## src/rtl/twodigit_down_if.sv

```systemverilog
// Trigger/preset/status bundle for the two-digit BCD countdown.
// master drives trigger, load and hold; slave returns digits and status.
interface twodigit_down_if;
  logic       t;
  logic       load;
  logic [3:0] load_tens;
  logic [3:0] load_ones;
  logic       hold;
  logic [3:0] tens;
  logic [3:0] ones;
  logic       running;
  logic       expired;
  logic       done;

  modport master (
    output t, load, load_tens, load_ones, hold,
    input  tens, ones, running, expired, done
  );

  modport slave (
    input  t, load, load_tens, load_ones, hold,
    output tens, ones, running, expired, done
  );
endinterface

```

## src/rtl/twodigit_down.sv

```systemverilog
// Trigger-driven two-digit BCD countdown with preset load, hold and terminal pulse.
// Optional macro TWODIGIT_DOWN_AUTO_RELOAD_EN: an edge in EXPIRED reloads the stored preset.
module twodigit_down #(
  parameter int unsigned SYNC_STAGES = 2,
  parameter int unsigned START_TENS  = 9,
  parameter int unsigned START_ONES  = 9
) (
  input  logic         clk,
  input  logic         reset,
  twodigit_down_if.slave bus
);

  localparam int unsigned LP_STAGES     = (SYNC_STAGES < 2) ? 2 : SYNC_STAGES;
  localparam logic [3:0]  LP_START_TENS = 4'(START_TENS);
  localparam logic [3:0]  LP_START_ONES = 4'(START_ONES);

  typedef enum logic [1:0] {
    ST_IDLE     = 2'b00,
    ST_COUNTING = 2'b01,
    ST_EXPIRED  = 2'b10
  } state_t;

  state_t               r_state;
  state_t               w_state_nxt;
  logic [LP_STAGES-1:0] r_sync;
  logic                 r_dly;
  logic                 w_edge;
  logic                 w_step;

  logic [3:0] r_tens;
  logic [3:0] r_ones;
  logic [3:0] r_pre_tens;
  logic [3:0] r_pre_ones;
  logic       r_done;
  logic [3:0] w_tens_nxt;
  logic [3:0] w_ones_nxt;
  logic [3:0] w_pre_tens_nxt;
  logic [3:0] w_pre_ones_nxt;
  logic       w_done_nxt;

  logic [3:0] w_ld_tens;
  logic [3:0] w_ld_ones;
  logic       w_ld_zero;

  // Trigger synchroniser plus one delay flop for rising-edge detection
  always_ff @(posedge clk) begin
    if (reset) begin
      r_sync <= '0;
      r_dly  <= 1'b0;
    end else begin
      r_sync <= {r_sync[LP_STAGES-2:0], bus.t};
      r_dly  <= r_sync[LP_STAGES-1];
    end
  end

  assign w_edge = r_sync[LP_STAGES-1] & ~r_dly;
  assign w_step = w_edge & ~bus.hold;

  assign w_ld_tens = (bus.load_tens > 4'd9) ? 4'd9 : bus.load_tens;
  assign w_ld_ones = (bus.load_ones > 4'd9) ? 4'd9 : bus.load_ones;
  assign w_ld_zero = (w_ld_tens == 4'd0) && (w_ld_ones == 4'd0);

  always_ff @(posedge clk) begin
    if (reset) begin
      r_state    <= ST_IDLE;
      r_tens     <= LP_START_TENS;
      r_ones     <= LP_START_ONES;
      r_pre_tens <= LP_START_TENS;
      r_pre_ones <= LP_START_ONES;
      r_done     <= 1'b0;
    end else begin
      r_state    <= w_state_nxt;
      r_tens     <= w_tens_nxt;
      r_ones     <= w_ones_nxt;
      r_pre_tens <= w_pre_tens_nxt;
      r_pre_ones <= w_pre_ones_nxt;
      r_done     <= w_done_nxt;
    end
  end

  // Load wins over any edge in the same cycle; that edge is simply dropped
  always_comb begin
    w_state_nxt    = r_state;
    w_tens_nxt     = r_tens;
    w_ones_nxt     = r_ones;
    w_pre_tens_nxt = r_pre_tens;
    w_pre_ones_nxt = r_pre_ones;
    w_done_nxt     = 1'b0;

    if (bus.load) begin
      w_tens_nxt     = w_ld_tens;
      w_ones_nxt     = w_ld_ones;
      w_pre_tens_nxt = w_ld_tens;
      w_pre_ones_nxt = w_ld_ones;
      w_state_nxt    = w_ld_zero ? ST_EXPIRED : ST_COUNTING;
    end else begin
      unique case (r_state)
        ST_IDLE: begin
          w_state_nxt = ST_IDLE;
        end
        ST_COUNTING: begin
          if ((r_tens == 4'd0) && (r_ones == 4'd0)) begin
            w_state_nxt = ST_EXPIRED;
          end else if (w_step) begin
            if (r_ones != 4'd0) begin
              w_ones_nxt = r_ones - 4'd1;
            end else begin
              w_ones_nxt = 4'd9;
              w_tens_nxt = r_tens - 4'd1;
            end
            if ((r_tens == 4'd0) && (r_ones == 4'd1)) begin
              w_state_nxt = ST_EXPIRED;
              w_done_nxt  = 1'b1;
            end
          end
        end
        ST_EXPIRED: begin
`ifdef TWODIGIT_DOWN_AUTO_RELOAD_EN
          if (w_step && ((r_pre_tens != 4'd0) || (r_pre_ones != 4'd0))) begin
            w_tens_nxt  = r_pre_tens;
            w_ones_nxt  = r_pre_ones;
            w_state_nxt = ST_COUNTING;
          end
`else
          w_state_nxt = ST_EXPIRED;
`endif
        end
        default: begin
          w_state_nxt = ST_IDLE;
        end
      endcase
    end
  end

  assign bus.tens    = r_tens;
  assign bus.ones    = r_ones;
  assign bus.running = (r_state == ST_COUNTING);
  assign bus.expired = (r_state == ST_EXPIRED);
  assign bus.done    = r_done;

endmodule
```

## src/flat_wrapper.sv

```systemverilog
// flat-port wrapper written by rule: the top's interface ports become plain ports
module twodigit_down_flat 
#(
  parameter int unsigned SYNC_STAGES = 2,
  parameter int unsigned START_TENS  = 9,
  parameter int unsigned START_ONES  = 9
)
  (clk, reset, bus_t, bus_load, bus_load_tens, bus_load_ones, bus_hold, bus_tens, bus_ones, bus_running, bus_expired, bus_done);
  twodigit_down_if bus_i ();
  input  logic clk;
  input  logic reset;
  input wire logic [$bits(bus_i.t)-1:0] bus_t;
  input wire logic [$bits(bus_i.load)-1:0] bus_load;
  input wire logic [$bits(bus_i.load_tens)-1:0] bus_load_tens;
  input wire logic [$bits(bus_i.load_ones)-1:0] bus_load_ones;
  input wire logic [$bits(bus_i.hold)-1:0] bus_hold;
  output wire logic [$bits(bus_i.tens)-1:0] bus_tens;
  output wire logic [$bits(bus_i.ones)-1:0] bus_ones;
  output wire logic [$bits(bus_i.running)-1:0] bus_running;
  output wire logic [$bits(bus_i.expired)-1:0] bus_expired;
  output wire logic [$bits(bus_i.done)-1:0] bus_done;
  assign bus_i.t = bus_t;
  assign bus_i.load = bus_load;
  assign bus_i.load_tens = bus_load_tens;
  assign bus_i.load_ones = bus_load_ones;
  assign bus_i.hold = bus_hold;
  assign bus_tens = bus_i.tens;
  assign bus_ones = bus_i.ones;
  assign bus_running = bus_i.running;
  assign bus_expired = bus_i.expired;
  assign bus_done = bus_i.done;
  twodigit_down #(.SYNC_STAGES(SYNC_STAGES), .START_TENS(START_TENS), .START_ONES(START_ONES)) u_core (.clk(clk), .reset(reset), .bus(bus_i));
endmodule
```

## config.mk

```make
export PLATFORM = sky130hd
export DESIGN_NAME = twodigit_down_flat
export DESIGN_NICKNAME = d
export VERILOG_FILES = /design/src/rtl/twodigit_down_if.sv /design/src/rtl/twodigit_down.sv /design/src/flat_wrapper.sv
export SDC_FILE = /design/constraint.sdc
export NUM_CORES = 1
export LEC_CHECK = 0
export ABC_AREA = 1
export BUFFER_PORTS_ARGS = -buffer_cell sky130_fd_sc_hd__buf_2
export CORE_AREA = 2 2 55 57
export DETAILED_ROUTE_END_ITERATION = 8
export DIE_AREA = 0 0 57 59
export PLACE_DENSITY_LB_ADDON = 0.15
export SLEW_MARGIN = 30
export SYNTH_ARGS = -nofsm -noshare
export SYNTH_HDL_FRONTEND = slang
export SYNTH_SLANG_ARGS = --single-unit
```

## constraint.sdc

```tcl
create_clock -name clk -period 2.6 [get_ports clk]
set_clock_uncertainty 0.2 [all_clocks]
set_input_delay 0.52 -clock clk [delete_from_list [all_inputs] [get_ports clk]]
set_output_delay 0.52 -clock clk [all_outputs]
set_load 0.02 [all_outputs]
```

# Yosys cells after proc, flatten, opt, wreduce, memory -nomap -nowiden
# Cells that the tools add are included.
# Widths: inputs -> output; s select.
[classes]
mux = 19
n_eq_ne = 7
mul = 0
n_lt_le_gt_ge = 2
n_div = 0
add_sub_neg = 2
n_reduce_logical = 14
bitwise = 6
shifts = 0
[op_table]
columns = ["op", "count"]
rows = [
  ["$mux 4", 12],
  ["$logic_not 4->1", 4],
  ["$mux 2", 5],
  ["$gt 4x4->1 const B", 2],
  ["$ne 4x2->1 const B", 2],
  ["$sub 4x1->4 const B", 2],
  ["$reduce_or 5->1", 1],
  ["$eq 4x1->1 const B", 1],
  ["$ne 2x2->1 const B", 2],
  ["$not 1->1", 4],
  ["$pmux 2 s2", 1],
  ["$reduce_and 4->1", 1],
  ["$reduce_bool 2->1", 2],
  ["$reduce_bool 4->1", 1],
  ["$logic_and 1x1->1", 3],
  ["$reduce_and 3->1", 1],
  ["$and 1x1->1", 2],
  ["$eq 2x1->1 const B", 1],
  ["$eq 2x2->1 const B", 1],
  ["$reduce_and 2->1", 1],
  ["$mux 1", 1],
]
[word_totals]
mem_bits_ro = 0
reg_bits = 14
wordCells = 56
mem_bits_rw = 0
latch_bits = 0
n_memories = 0

# Logic depth before layout (Yosys ltp)
[logic_depth]
depth_word = 7
ltp_mapped = 10
ltp_nobuf = 10

# Worst setup path after synthesis
# No wires, ideal clock.
[synth_timing]
path_type = "reg2reg"
from = "register u_core.r_tens[0], in the netlist u_core.bus.tens[0]"
to = "register u_core.r_ones[1], in the netlist u_core.bus.ones[1]"
stages_incl_launch_ff = 11
synth_period_minus_slack_ps = 1587
t_required_ps = 2287
arrival_time_ps = 1274
setup_slack_ps = 1013
cell_sequence = "dfxtp_1 > inv_1 > ha_1 > nand2_1 > nor2_1 > nand3_2 > nand2_2 > inv_2 > nand2_2 > nand2_1 > nor2_1"
[synth_via]
elab_chain_len = 4
[synth_rtl]
columns = ["item", "line_no", "source"]
rows = [
  ["from (decl)", "twodigit_down.sv:30", "logic [3:0] r_tens;"],
  ["from (signal assigned)", "twodigit_down.sv:73", "r_tens <= w_tens_nxt;"],
  ["$logic_not 4->1", "twodigit_down.sv:102", "if ((r_tens == 4'd0) && (r_ones == 4'd0)) begin"],
  ["$logic_and 1x1->1", "twodigit_down.sv:102", ""],
  ["$ne 2x2->1 (no line)", "--", ""],
  ["$reduce_and 3->1 (no line)", "--", ""],
  ["to (signal assigned)", "twodigit_down.sv:74", "r_ones <= w_ones_nxt;"],
  ["to (decl)", "twodigit_down.sv:31", "logic [3:0] r_ones;"],
]
# Every way passes these cells.
# A chain may end at the register's enable or synchronous reset.

# Worst setup path in the final report
[layout_timing]
from = "register u_core.r_state[1]"
to = "output port bus_running"
[layout_via]
elab_chain_len = 1
[layout_rtl]
columns = ["item", "line_no", "source"]
rows = [
  ["from (decl)", "twodigit_down.sv:23", "state_t r_state;"],
  ["from (signal assigned)", "twodigit_down.sv:72", "r_state <= w_state_nxt;"],
  ["$eq 2x1->1", "twodigit_down.sv:137", "assign bus.running = (r_state == ST_COUNTING);"],
  ["to (decl)", "flat_wrapper.sv:19", "output wire logic [$bits(bus_i.running)-1:0] bus_running;"],
]
# Every way passes these cells.

==> flow_summary.ini <==
[synth]
yosysUniqueCellTypes = 26
ys_ff_latch = 14
post_synth.cell_area_avg_um2 = 6.51
syn_area_um2 = 905
synth_area_leaders = dfxtp_1, nand2_1, nor2_1, nand3_1, inv_1
ys.flop_type = dfxtp_1
ys_warn_count = 0
yosysSeqAreaShare_pct = 31.0
syn_nets = 156
synthCells = 139
synth_edf_count = 0
yosys.area.top_type_share_pct = 31.0
async_flop_share_pct = 0
yosysTopAreaCell = dfxtp_1

[power]
power_per_cell_area_mw_per_mm2 = 494
p_leak_nw = 0.553
ir_worst_vdd_mv = 0.257

[floorplanning]
core_mm2 = 0.00271
io_pins = 24
die_y_um = 59
num_rows = 19
initial_core_util_pct = 33.4
die_w_um = 57
dieArea_mm2 = 0.00336

[grt]
busiest_layer = met2
antenna_found_initial = 0
use_met3_pct = 2.40
grt_use_met1_pct = 15.6
grt_usage_pct = 14.3
grt_pass1_vias = 894
grt_overflow = 0
grt_pass1_wl_mm = 3.68
use_met2_pct = 25.0
grt_max_degree = 15

[outcome]
outcome = finished clean

[worst_setup_path]
critPathLaunch = u_core.r_state[1]$_SDFFE_PP0P_
path_max_fanout = 3
crit_cells = 3
crit_slowest_cell = dfxtp_1
critical_path.top_delay_family = flip-flops
reg2reg_depth = 8
critPathArrivalTime_ns = 1.08
start_kind = register
r2r-start = u_core.bus.tens[0]$_SDFFE_PP1P_
critical_path_class = reg -> out
endpoint = bus_running
rr_endpoint = u_core.r_state[1]$_SDFFE_PP0P_
required_ns = 1.88
crit_buf_inv = 2
reg2reg_slack_ns = 0.91
worstSetupEndpointType = output port
cpPeakStageDelay_ns = 0.36
crit_chain = inv_1 -> ha_1 -> buf_2

[cts]
tritoncts = built
cts_buffers = 3
post_cts_resized = 0
insertion_delay_ns = 0.29
clk_path_buf_depth = 2
hold_buffers = 0
root_buffer = clkbuf_4
path_clk_slew_ns = 0.10
cts_max_level = 1
cts.sinks = 14
postCtsSetupBuffers = 0

[placed_design]
place_hpwl_mm = 1.73
place_area_mm2 = 0.00105
io_buffer_count = 23
gp_congestion = 0.810
dp.cells = 192

[job]
drv_cap = 0

[final_layout]
nFillCells = 302
area_delta_synth_final_pct = 20.5
stdcell_area_mm2 = 0.00109
final_cells = 196
antenna_cells = 0
finish.net_count = 183
drive_gt1_share_pct = 25.5

[detailed_routing]
wl_mm = 2.17
drtPass1Iterations = 4
routed_via_density = 4.79
first_iter_violations = 13
drc_errors = 0
final_antenna_net_count = 0
post_drt_wl_per_cell_um = 11.1
num_vias = 938

[sta]
setup_tns_ns = 0
drv_slew = 0
hold_viol_final = 0
worst_pin_slew_ns = 0.303
max_freq_mhz = 554
rsz0062_at_grt = false
min_period_over_period_pct = 69.4
holdWs_ns = 0.206
slew_headroom_pct = 79.8
period_needed_ns = 1.80
setup_viol = 0

[hold_path]
hold_depth = 2
hold_path_class = reg -> reg
## tightest hold or removal path: stages (launching register included)
cell and delay (ns):
dfxtp_1 0.31, inv_1 0.04, nor2_1 0.03
## stage by stage
step	setup WS [ns]	power (mW)	util (%)
floorplan	1.01	0.335	-
global placement	0.897	0.375	38.9
detailed placement	0.888	0.376	38.9
CTS	0.785	0.546	40.2
global route	0.717	0.570	40.2
finish	0.796	0.539	40.2
## state kept, by name, summed over array words and instances (netlist names)
register	cells
u_core.bus.ones	4
u_core.bus.tens	4
u_core.r_state	2
u_core.r_sync	2
u_core.bus.done	1
u_core.r_dly	1
## worst min path at each step
stage,start,to,slack [ns]
floorplan,u_core.r_sync[0]$_SDFF_PP0_,u_core.r_sync[1]$_SDFF_PP0_,0.19
global placement,u_core.r_sync[0]$_SDFF_PP0_,u_core.r_sync[1]$_SDFF_PP0_,0.19
detailed placement,u_core.r_sync[0]$_SDFF_PP0_,u_core.r_sync[1]$_SDFF_PP0_,0.19
CTS,u_core.r_sync[0]$_SDFF_PP0_,u_core.r_sync[1]$_SDFF_PP0_,0.21
global route,u_core.r_sync[0]$_SDFF_PP0_,u_core.r_sync[1]$_SDFF_PP0_,0.23
finish,u_core.r_sync[0]$_SDFF_PP0_,u_core.r_sync[1]$_SDFF_PP0_,0.21
## cell usage after synthesis, types with 2 or more instances
library cell and number:
nand2_1 29, nor2_1 21, inv_1 17, nand3_1 15, dfxtp_1 14, o21ai_0 7
a21oi_1 4, ha_1 4, nand2_2 4, inv_2 3, nor2_2 3, nor3_1 3
nand3_2 2
## cell usage in the layout, fill, tap and decap left out, types with 2 or more instances in the layout
cell       n
nand2_2    4
nor2_1    21
inv_1     17
buf_2     23
nand2_1   29
clkbuf_4   3
nand3_2    2
ha_1       4
o21ai_0    7
inv_2      3
a21oi_1    4
dfxtp_1   14
nand3_1   15
nor2_2     3
nor3_1     3
## power by group
group / switching (mW) / leakage, nW / internal (mW)
clock: 0.0837 / 0.0210 / 0.0853
combinational: 0.0814 / 0.416 / 0.0471
sequential: 0.0133 / 0.116 / 0.228
## layer usage
| metal | up-vias | part of all wire [%] |
|---|---|---|
| met5 | - | 0 |
| met4 | 0 | 3.1 |
| met3 | 6 | 3.3 |
| met2 | 18 | 47 |
| met1 | 423 | 46 |
| li1 | 491 | - |
## area by class of cell
| cell class | count | area (um^2) | area share [%] |
|---|---|---|---|
| tap | 31 | 38.8 | 3.56 |
| sequential | 14 | 280 | 25.7 |
| inverter | 20 | 75.1 | 6.89 |
| multi-input combinational | 104 | 544 | 49.9 |
| clock buffer | 4 | 36.3 | 3.33 |
| timing repair buffer | 23 | 115 | 10.6 |
## cells by family (layout without fill, tap and decap cells)
family,Yosys count,count (layout),synth area share [%]
compound gates,14,14,9.41
flops,14,14,31.0
buf+inv,21,47,8.85
simple gates,84,84,43.3
xor+xnor,2,2,1.94
fa+ha+maj,4,4,5.53
Power figures use the tool's default switching activity.
